<file path="src/rtl/dmem_arbiter.sv">
`default_nettype none
// ============================================================================
// Module      : dmem_arbiter
// Description : Three-way arbiter placing an instruction fetch port, a data
//               load port and a data store port onto one shared memory port.
//               Only one memory transaction is outstanding at a time.
//               Stores win over loads, and loads win over fetches. A streak
//               counter caps how many data grants in a row can pass over a
//               waiting fetch.
// Revision    : 1.0  initial release
// ----------------------------------------------------------------------------
// Parameters
//   STARVE_LIMIT       max consecutive data grants while a fetch waits
// Ports
//   clk                rising-edge clock
//   reset              asynchronous active-low reset
//   imem_ready         fetch request, held until imem_valid
//   imem_addr   [31:0] fetch address
//   imem_valid         one-cycle fetch completion pulse
//   imem_rdata  [31:0] registered fetch data
//   dmem_read_ready    load request, held until dmem_read_valid
//   dmem_read_address  load address
//   dmem_read_valid    one-cycle load completion pulse
//   dmem_read_data     registered load data
//   dmem_write_ready   store request, held until dmem_write_valid
//   dmem_write_address store address
//   dmem_write_data    store data
//   dmem_write_byte    store byte enables
//   dmem_write_valid   one-cycle store completion pulse
//   mem_req/mem_we     shared-memory request / write select
//   mem_addr/mem_wdata shared-memory address / write data
//   mem_wbyte          shared-memory byte enables
//   mem_ack            memory completion (any latency)
//   mem_rdata          memory read data, valid with mem_ack
// ============================================================================
module dmem_arbiter #(
  parameter int STARVE_LIMIT = 4
) (
  input  logic        clk,
  input  logic        reset,
  // instruction port
  input  logic        imem_ready,
  input  logic [31:0] imem_addr,
  output logic        imem_valid,
  output logic [31:0] imem_rdata,
  // data load port
  input  logic        dmem_read_ready,
  input  logic [31:0] dmem_read_address,
  output logic        dmem_read_valid,
  output logic [31:0] dmem_read_data,
  // data store port
  input  logic        dmem_write_ready,
  input  logic [31:0] dmem_write_address,
  input  logic [31:0] dmem_write_data,
  input  logic [3:0]  dmem_write_byte,
  output logic        dmem_write_valid,
  // shared memory port
  output logic        mem_req,
  output logic        mem_we,
  output logic [31:0] mem_addr,
  output logic [31:0] mem_wdata,
  output logic [3:0]  mem_wbyte,
  input  logic        mem_ack,
  input  logic [31:0] mem_rdata
);

  // --------------------------------------------------------------------------
  // Constants
  // --------------------------------------------------------------------------
  localparam int STREAK_W = (STARVE_LIMIT < 1) ? 1 : $clog2(STARVE_LIMIT + 1);
  localparam logic [STREAK_W-1:0] LIMIT = STREAK_W'(STARVE_LIMIT);

  localparam logic [1:0] ST_IDLE = 2'd0;
  localparam logic [1:0] ST_BUSY = 2'd1;
  localparam logic [1:0] ST_RESP = 2'd2;

  localparam logic [1:0] SRC_NONE  = 2'd0;
  localparam logic [1:0] SRC_INSTR = 2'd1;
  localparam logic [1:0] SRC_READ  = 2'd2;
  localparam logic [1:0] SRC_WRITE = 2'd3;

  // --------------------------------------------------------------------------
  // State
  // --------------------------------------------------------------------------
  logic [1:0]          state;
  logic [1:0]          owner;     // requester holding the current transaction
  logic [STREAK_W-1:0] streak;    // data grants in a row while a fetch waited

  // --------------------------------------------------------------------------
  // Grant selection, only acted on in IDLE
  // --------------------------------------------------------------------------
  logic [1:0] grant_src;
  logic       grant_data;
  logic       starving;

  // A fetch that has already been passed over LIMIT times goes ahead of any
  // data request.
  assign starving = imem_ready && (streak == LIMIT);

  always_comb begin
    grant_src = SRC_NONE;
    if (starving) begin
      grant_src = SRC_INSTR;
    end else if (dmem_write_ready) begin
      grant_src = SRC_WRITE;
    end else if (dmem_read_ready) begin
      grant_src = SRC_READ;
    end else if (imem_ready) begin
      grant_src = SRC_INSTR;
    end
  end

  assign grant_data = (grant_src == SRC_WRITE) || (grant_src == SRC_READ);

  // Next streak value for a grant made this cycle. A data grant only counts
  // against the fetch port when a fetch is actually waiting.
  logic [STREAK_W-1:0] streak_next;

  always_comb begin
    streak_next = streak;
    if (grant_src == SRC_INSTR) begin
      streak_next = '0;
    end else if (grant_data) begin
      if (!imem_ready) begin
        streak_next = '0;
      end else if (streak != LIMIT) begin
        streak_next = streak + STREAK_W'(1);
      end
    end
  end

  // --------------------------------------------------------------------------
  // Main sequential block
  // --------------------------------------------------------------------------
  always_ff @(posedge clk or negedge reset) begin
    if (!reset) begin
      state            <= ST_IDLE;
      owner            <= SRC_NONE;
      streak           <= '0;
      imem_valid       <= 1'b0;
      imem_rdata       <= '0;
      dmem_read_valid  <= 1'b0;
      dmem_read_data   <= '0;
      dmem_write_valid <= 1'b0;
      mem_req          <= 1'b0;
      mem_we           <= 1'b0;
      mem_addr         <= '0;
      mem_wdata        <= '0;
      mem_wbyte        <= '0;
    end else begin
      // completion pulses last exactly one cycle
      imem_valid       <= 1'b0;
      dmem_read_valid  <= 1'b0;
      dmem_write_valid <= 1'b0;

      case (state)
        ST_IDLE: begin
          if (grant_src != SRC_NONE) begin
            owner  <= grant_src;
            streak <= streak_next;
            case (grant_src)
              SRC_WRITE: begin
                if (dmem_write_byte == 4'h0) begin
                  // nothing to store: complete without touching memory
                  dmem_write_valid <= 1'b1;
                  state            <= ST_RESP;
                end else begin
                  mem_req   <= 1'b1;
                  mem_we    <= 1'b1;
                  mem_addr  <= dmem_write_address;
                  mem_wdata <= dmem_write_data;
                  mem_wbyte <= dmem_write_byte;
                  state     <= ST_BUSY;
                end
              end
              SRC_READ: begin
                mem_req   <= 1'b1;
                mem_we    <= 1'b0;
                mem_addr  <= dmem_read_address;
                mem_wdata <= '0;
                mem_wbyte <= 4'h0;
                state     <= ST_BUSY;
              end
              default: begin
                mem_req   <= 1'b1;
                mem_we    <= 1'b0;
                mem_addr  <= imem_addr;
                mem_wdata <= '0;
                mem_wbyte <= 4'h0;
                state     <= ST_BUSY;
              end
            endcase
          end
        end

        ST_BUSY: begin
          // request fields stay frozen until the memory acknowledges
          if (mem_ack) begin
            mem_req <= 1'b0;
            state   <= ST_RESP;
            case (owner)
              SRC_INSTR: begin
                imem_rdata <= mem_rdata;
                imem_valid <= 1'b1;
              end
              SRC_READ: begin
                dmem_read_data  <= mem_rdata;
                dmem_read_valid <= 1'b1;
              end
              default: begin
                // store: read data bus is don't-care
                dmem_write_valid <= 1'b1;
              end
            endcase
          end
        end

        ST_RESP: begin
          // the pulse is visible during this cycle; re-arbitrate from IDLE
          state <= ST_IDLE;
          owner <= SRC_NONE;
        end

        default: begin
          state <= ST_IDLE;
          owner <= SRC_NONE;
        end
      endcase
    end
  end

endmodule
`default_nettype wire

</file>
<file path="config.mk">
export PLATFORM = sky130hd
export DESIGN_NAME = dmem_arbiter
export DESIGN_NICKNAME = d
export VERILOG_FILES = /design/src/rtl/dmem_arbiter.sv
export SDC_FILE = /design/constraint.sdc
export NUM_CORES = 1
export LEC_CHECK = 0
export CAP_MARGIN = 20
export CORE_MARGIN = 1.5
export CORE_UTILIZATION = 41
export DETAILED_ROUTE_END_ITERATION = 8
export PLACE_DENSITY = 0.8
export SETUP_SLACK_MARGIN = 0.05
export SLEW_MARGIN = 20
export SYNTH_ARGS = -nofsm -noshare
export SYNTH_HDL_FRONTEND = slang
export SYNTH_SLANG_ARGS = --single-unit
</file>
<file path="constraint.sdc">
create_clock -name clk -period 2.15 [get_ports clk]
set_clock_uncertainty 0.15 [all_clocks]
set_input_delay 0.3225 -clock clk [delete_from_list [all_inputs] [get_ports clk]]
set_output_delay 0.3225 -clock clk [all_outputs]
set_load 0.005 [all_outputs]
</file>
==> run summary, run 1 <==
status -> complete, no violations
Die H -> 128 µm
GRT Residual Overflow -> 0
RePlAce Congestion -> 0.878
CP Class -> primary input to flop
Bufs and invs on worst path -> 3
Leakage -> 4.71 nW
share of the yosys chip area belonging to registers -> 0.559
switch share -> 0.288
Net Sw Power -> 0.00389 W
Slew Limit Headroom -> 0.493
Worst R2R Start -> streak[0]
Hold Vio Cnt, Final -> 0
Layout Nets -> 1017
Final Cell Area -> 0.0105 mm²
Core Area -> 0.0153 mm²
combinational fraction of design power -> 0.423
highest clock rate -> 509 MHz
syn nets -> 715
Post-DP Area -> 0.00984 mm²
crit path max fanout -> 31
yosys warns -> 0
Yosys top cell by area -> dfrtp_1
first-pass GRT wire length -> 30500 µm
post-synthesis cell area -> 0.00645 mm²
RSZ-0062 raised after global routing -> false
Iteration-0 DRC Markers -> 325
Worst-path clk slew -> 60 ps
Placement Rows -> 45
Final HPWL DP -> 14300 µm
Crit path max-delay family -> buffers and inverters
Syn Inst Count -> 541
max-cap violation count -> 0
starting density of the core -> 0.423
CP startpoint kind -> primary input
Unique masters post-synth -> 31
fin crit share -> 0.913
Inst Count DP -> 1034
htree depth -> 4
total track usage -> 0.239
drt drc -> 0
routed len/inst -> 18.5 µm
fin crit period -> 1960 ps
Non-Filler Instances -> 1067
Setup Viol. Count Final -> 0
via/cell ratio -> 5.24
Crit path depth -> 7
CP max-delay cell -> clkdlybuf4s50_1
Slew Limit Fails -> 0
diodes inserted -> 0
most frequent cells after synthesis -> 144 x dfrtp_1, 98 x nand3_1, 65 x mux2_2, 37 x o21ai_0, 33 x mux2_1
Max Buffers Root-to-Sink -> 2
critical path launch point -> dmem_write_byte[1]
Worst R2R Path Depth -> 7
crit end category -> flop
later-pin clock latency in the skew report -> 410 ps
Final ANT Viol Nets -> 0
CP peak stage delay -> 450 ps
top_reg_cell synth -> dfrtp_1
CP Data Required Time -> 2280 ps
Synth Register Bits -> 144
Die ar. -> 0.0165 mm²
Synth async-reset ratio -> 1.00
EDFF count, synth -> 0
Avg Inst Size Synth -> 11.9 µm²
final wirelength -> 19700 µm
clock power share -> 0.225
Synth area leaders -> dfrtp_1 56%, mux2_2 11%, nand3_1 7.6%
vias in the first global route -> 5693
fillers -> 1094
Num CTS Buffers -> 17
WP data arrival -> 2090 ps
Worst Hold Class -> primary input to async pin
cell with the most instances after synthesis -> dfrtp_1
TritonCTS clock tree -> yes
input/output buffers -> 306
antenna violations before repair -> 0
routed vias -> 5587
# IOs -> 307
CTS sink count -> 144
crit-path cells -> clkdlybuf4s50_1, nor4_2, buf_4, nand3_2, nand2_2, buf_12, mux2_1
Reg power frac -> 0.352
area share of the largest cell type after synthesis -> 0.559
pin count of the biggest net entering global routing -> 44
clock root cell -> clkbuf_16
synthesis-to-layout area growth -> 62.5%
DIE WIDTH -> 128 µm
worst-margin pin slew -> 759 ps
Cell Pwr Density -> 1290 mW/mm²
storage element area -> 0.00360 mm²
internal power -> 0.00962 W
drt pass-1 iters -> 5
layout cell share with drive strength beyond 1 -> 0.147
maximum vdd ir drop -> 855 µV
multi-input combinational cell area -> 0.00264 mm²
-- cell usage in the layout (no fill, tap or decap), drive strengths merged, types with 5 or more instances in the layout --
master and count:
inv 7, nand4 32, nand3 99, clkbuf 24, dfrtp 144, a21bo 32, nand2 5, and3 5
clkdlybuf4s50 305, buf 24, a21oi 5, mux2 98, o21ai 37
-- kinds of logic (layout without fill, tap and decap cells) --
family | after synthesis | in the layout | synth area share
AO/OA/AOI/OAI | 81 | 81 | 0.0902
adder cells (fa/ha/maj) | 4 | 4 | 0.00776
buffers and inverters | 54 | 369 | 0.0376
flip-flops | 144 | 144 | 0.559
multiplexers | 98 | 98 | 0.171
AND/OR/NAND/NOR | 160 | 160 | 0.134
-- sequential cells by signal (all words and copies together), names as in the netlist --
signal            flops
dmem_write_valid      1
mem_wdata            32
mem_we                1
dmem_read_data       32
mem_addr             32
imem_valid            1
mem_req               1
owner                 2
imem_rdata           32
state                 2
streak                3
mem_wbyte             4
dmem_read_valid       1
-- final timing paths --
check | slack (ps) | endpoint
worst max-delay path | 190 | mem_addr[31]
worst max register to register | 210 | mem_addr[21]
min in group clk | 320 | mem_wbyte[3]
max in group asynchronous | 960 | imem_rdata[5]
worst min register to register | 320 | mem_wbyte[3]
worst min-delay path | 240 | imem_rdata[28]
-- metrics by stage --
| step | power [W] | hold slack (ps) | setup WS (ps) | utilization | TNS [ps] |
|---|---|---|---|---|---|
| after CTS | 0.0136 | 237 | 125 | 0.686 | 0 |
| after floorplan | 0.00683 | -123 | 360 | - | 0 |
| after global placement | 0.0103 | 101 | -316 | 0.645 | -18750 |
| final | 0.0135 | 242 | 186 | 0.687 | 0 |
| after global routing | 0.0143 | 241 | 82.8 | 0.687 | 0 |
| after detailed placement | 0.0105 | 110 | -397 | 0.645 | -19360 |
-- power groups by stage --
stage / clock [W] / sequential, W / combinational (W)
after global routing: 0.00323 / 0.00491 / 0.00611
after global placement: 0 / 0.00471 / 0.00557
after detailed placement: 0 / 0.00478 / 0.00574
after CTS: 0.00310 / 0.00475 / 0.00578
after floorplan: 0 / 0.00477 / 0.00207
final: 0.00304 / 0.00475 / 0.00571
-- area by class of cell --
| cell class | instances | share of cell area |
|---|---|---|
| clock buffer | 24 | 0.0460 |
| clock inverter | 8 | 0.0123 |
| inverter | 7 | 0.00251 |
| multi-input combinational | 343 | 0.251 |
| sequential | 144 | 0.344 |
| tap | 211 | 0.0252 |
| timing repair buffer | 330 | 0.319 |
-- routing by layer --
layer  up-vias  GRT usage  routed length [µm]
met2       267      0.425               10100
met3        32     0.0669                1500
met1      2718      0.281                7640
li1       2570          -                   -
met5         -          0                   0
met4         0     0.0753                 455
-- repair_timing --
action                                 CTS  global route
setup buffers                            0             0
endpoints found under the hold margin   36             0
setup endpoints to repair                3            59
hold buffers                             1             0
resized for setup                        1             2
cloned                                   0             0
Note: power is estimated with default switching activity, not from simulation.
==> run 2, diff against run 1 <==
--- a/config.mk
+++ b/config.mk
@@ -9,7 +9,7 @@
 export CORE_MARGIN = 1.5
 export CORE_UTILIZATION = 41
 export DETAILED_ROUTE_END_ITERATION = 8
-export PLACE_DENSITY = 0.8
+export PLACE_DENSITY_LB_ADDON = 0.2
 export SETUP_SLACK_MARGIN = 0.05
 export SLEW_MARGIN = 20
 export SYNTH_ARGS = -nofsm -noshare
==> run summary, run 2 (synthesized netlist as in run 1, its figures left out) <==
combinational fraction of design power -> 0.417 (was 0.423)
multi-input combinational cell area -> 0.00263 mm² (was 0.00264 mm²)
CP Data Required Time -> 2280 ps (about the same)
CP peak stage delay -> 540 ps (was 450 ps)
worst-margin pin slew -> 794 ps (was 759 ps)
post-CTS setup buffer count -> 0 (unchanged)
final setup margin -> 139 ps (was 186 ps)
crit-path cells -> clkdlybuf4s50_1, buf_4, nand3_2, nand2_2, buf_12, mux2_1 (was clkdlybuf4s50_1, nor4_2, buf_4, nand3_2, nand2_2, buf_12, mux2_1)
storage element area -> 0.00360 mm² (unchanged)
Num CTS Buffers -> 17 (unchanged)
antenna violations before repair -> 1 (was 0)
htree depth -> 4 (unchanged)
DIE WIDTH -> 128 µm (unchanged)
crit end category -> flop (unchanged)
GRT Residual Overflow -> 0 (unchanged)
Non-Filler Instances -> 1068 (was 1067)
vias in the first global route -> 5836 (was 5693)
pin count of the biggest net entering global routing -> 65 (was 44)
maximum vdd ir drop -> 760 µV (was 855 µV)
starting density of the core -> 0.423 (unchanged)
Iteration-0 DRC Markers -> 252 (was 325)
Core Area -> 0.0153 mm² (unchanged)
clock power share -> 0.232 (was 0.225)
input/output buffers -> 306 (unchanged)
Die ar. -> 0.0165 mm² (unchanged)
clock root cell -> clkbuf_16 (unchanged)
later-pin clock latency in the skew report -> 410 ps (about the same)
RSZ-0062 raised after global routing -> false (unchanged)
internal power -> 0.00965 W (was 0.00962 W)
Worst-path clk slew -> 60 ps (about the same)
Setup Viol. Count Final -> 0 (unchanged)
layout cell share with drive strength beyond 1 -> 0.150 (was 0.147)
# IOs -> 307 (unchanged)
max-cap violation count -> 0 (unchanged)
Crit path max-delay family -> buffers and inverters (unchanged)
CP startpoint kind -> primary input (unchanged)
CP max-delay cell -> clkdlybuf4s50_1 (unchanged)
Final ANT Viol Nets -> 0 (unchanged)
CP Class -> primary input to flop (unchanged)
Net Sw Power -> 0.00388 W (was 0.00389 W)
routed vias -> 5548 (was 5587)
critical path launch point -> dmem_write_ready (was dmem_write_byte[1])
Final HPWL DP -> 14000 µm (was 14300 µm)
most frequent cells in the layout -> 305 x clkdlybuf4s50_1, 144 x dfrtp_1, 97 x nand3_1 (unchanged)
Bufs and invs on worst path -> 3 (unchanged)
status -> complete, no violations (unchanged)
Worst Hold Class -> primary input to async pin (unchanged)
TritonCTS clock tree -> yes (unchanged)
drt pass-1 iters -> 4 (was 5)
first-pass GRT wire length -> 30900 µm (was 30500 µm)
Worst R2R Start -> streak[0] (unchanged)
Max Buffers Root-to-Sink -> 2 (unchanged)
Reg power frac -> 0.352 (about the same)
Cell Pwr Density -> 1290 mW/mm² (about the same)
Crit path depth -> 6 (was 7)
setup slack, reg-to-reg -> 240 ps (was 210 ps)
total track usage -> 0.243 (was 0.239)
synthesis-to-layout area growth -> 62.8% (was 62.5%)
drt drc -> 0 (unchanged)
WP data arrival -> 2150 ps (was 2090 ps)
switch share -> 0.287 (was 0.288)
Leakage -> 4.72 nW (was 4.71 nW)
Die H -> 128 µm (unchanged)
final wirelength -> 20100 µm (was 19700 µm)
Layout Nets -> 1017 (unchanged)
Hold Vio Cnt, Final -> 0 (unchanged)
commonest non-fill, non-tap cell in the layout -> clkdlybuf4s50_1 (unchanged)
Placement Rows -> 45 (unchanged)
Slew Limit Fails -> 0 (unchanged)
fillers -> 1118 (was 1094)
Critical R2R Capture -> mem_addr[23] (was mem_addr[21])
fin crit share -> 0.935 (was 0.913)
RePlAce Congestion -> 0.858 (was 0.878)
highest clock rate -> 497 MHz (was 509 MHz)
worst slack, placed -> -283 ps (was -397 ps)
via/cell ratio -> 5.19 (was 5.24)
routed len/inst -> 18.8 µm (was 18.5 µm)
crit path max fanout -> 36 (was 31)
crit path to -> mem_addr[21] (was mem_addr[31])
Slew Limit Headroom -> 0.470 (was 0.493)
CTS sink count -> 144 (unchanged)
fin crit period -> 2010 ps (was 1960 ps)
Inst Count DP -> 1034 (unchanged)
Worst R2R Path Depth -> 7 (unchanged)
-- run 2: cell count changes in the layout (fill, tap and decap cells not counted), sizes merged --
cell and delta:
bufinv +1, clkbuf -5, clkinvlp +2, diode +1, inv +2
-- run 2: worst min-delay path by stage --
stage	start	to	slack [ps]	cells past startpoint
6_report	reset	mem_wdata[9]	280	2
3_5_place_dp	reset	mem_wdata[9]	160	1
3_3_place_gp	reset	mem_wdata[10]	160	1
5_1_grt	reset	mem_wdata[9]	320	2
2_1_floorplan	reset	dmem_read_data[0]	-120	0
4_1_cts	reset	mem_wdata[9]	290	2
-- run 2: power by group through the flow --
stage | combinational [W] | clock, W | sequential, W
final | 0.00564 | 0.00313 | 0.00476
after global routing | 0.00604 | 0.00333 | 0.00492
after CTS | 0.00572 | 0.00320 | 0.00476
after detailed placement | 0.00567 | 0 | 0.00479
after global placement | 0.00553 | 0 | 0.00469
after floorplan | 0.00207 | 0 | 0.00477
-- run 2: through the flow --
| stage | instance area [µm²] | total power, W | utilization | TNS [ps] | hold slack, ps |
|---|---|---|---|---|---|
| after floorplan | 6450 | 0.00683 | - | 0 | -123 |
| after global placement | 9850 | 0.0102 | 0.646 | -15750 | 164 |
| after detailed placement | 9860 | 0.0105 | 0.646 | -15060 | 162 |
| after CTS | 10500 | 0.0137 | 0.688 | 0 | 294 |
| after global routing | 10500 | 0.0143 | 0.688 | 0 | 319 |
| final | 10500 | 0.0135 | 0.688 | 0 | 278 |
-- run 2: worst reg2reg max path, stage by stage (launching register included) --
cell	delay, ps
dfrtp_1	340
inv_1	60
ha_1	250
and3_1	210
buf_12	180
o21ai_0	210
nand3_1	90
mux2_1	280
-- run 2: layout make-up --
| cell class | instances | share of cell area |
|---|---|---|
| Sequential cell | 144 | 0.343 |
| Timing Repair Buffer | 330 | 0.319 |
| Multi-Input combinational cell | 343 | 0.250 |
| Clock buffer | 19 | 0.0422 |
| Tap cell | 211 | 0.0251 |
| Clock inverter | 13 | 0.0175 |
| Inverter | 7 | 0.00250 |
| Antenna cell | 1 | 0.000238 |
-- run 2: timing repair --
item,4_1_cts,5_1_grt
hold endpoints to repair,47,0
hold buffers,1,0
gates resized for setup,0,0
-- run 2: routing by layer --
layer | GRT usage | wire length, µm | up-vias
met5 | 0 | 0 | -
met4 | 0.108 | 737 | 0
met3 | 0.0736 | 1350 | 44
met2 | 0.414 | 10000 | 219
met1 | 0.283 | 7940 | 2715
li1 | - | - | 2570
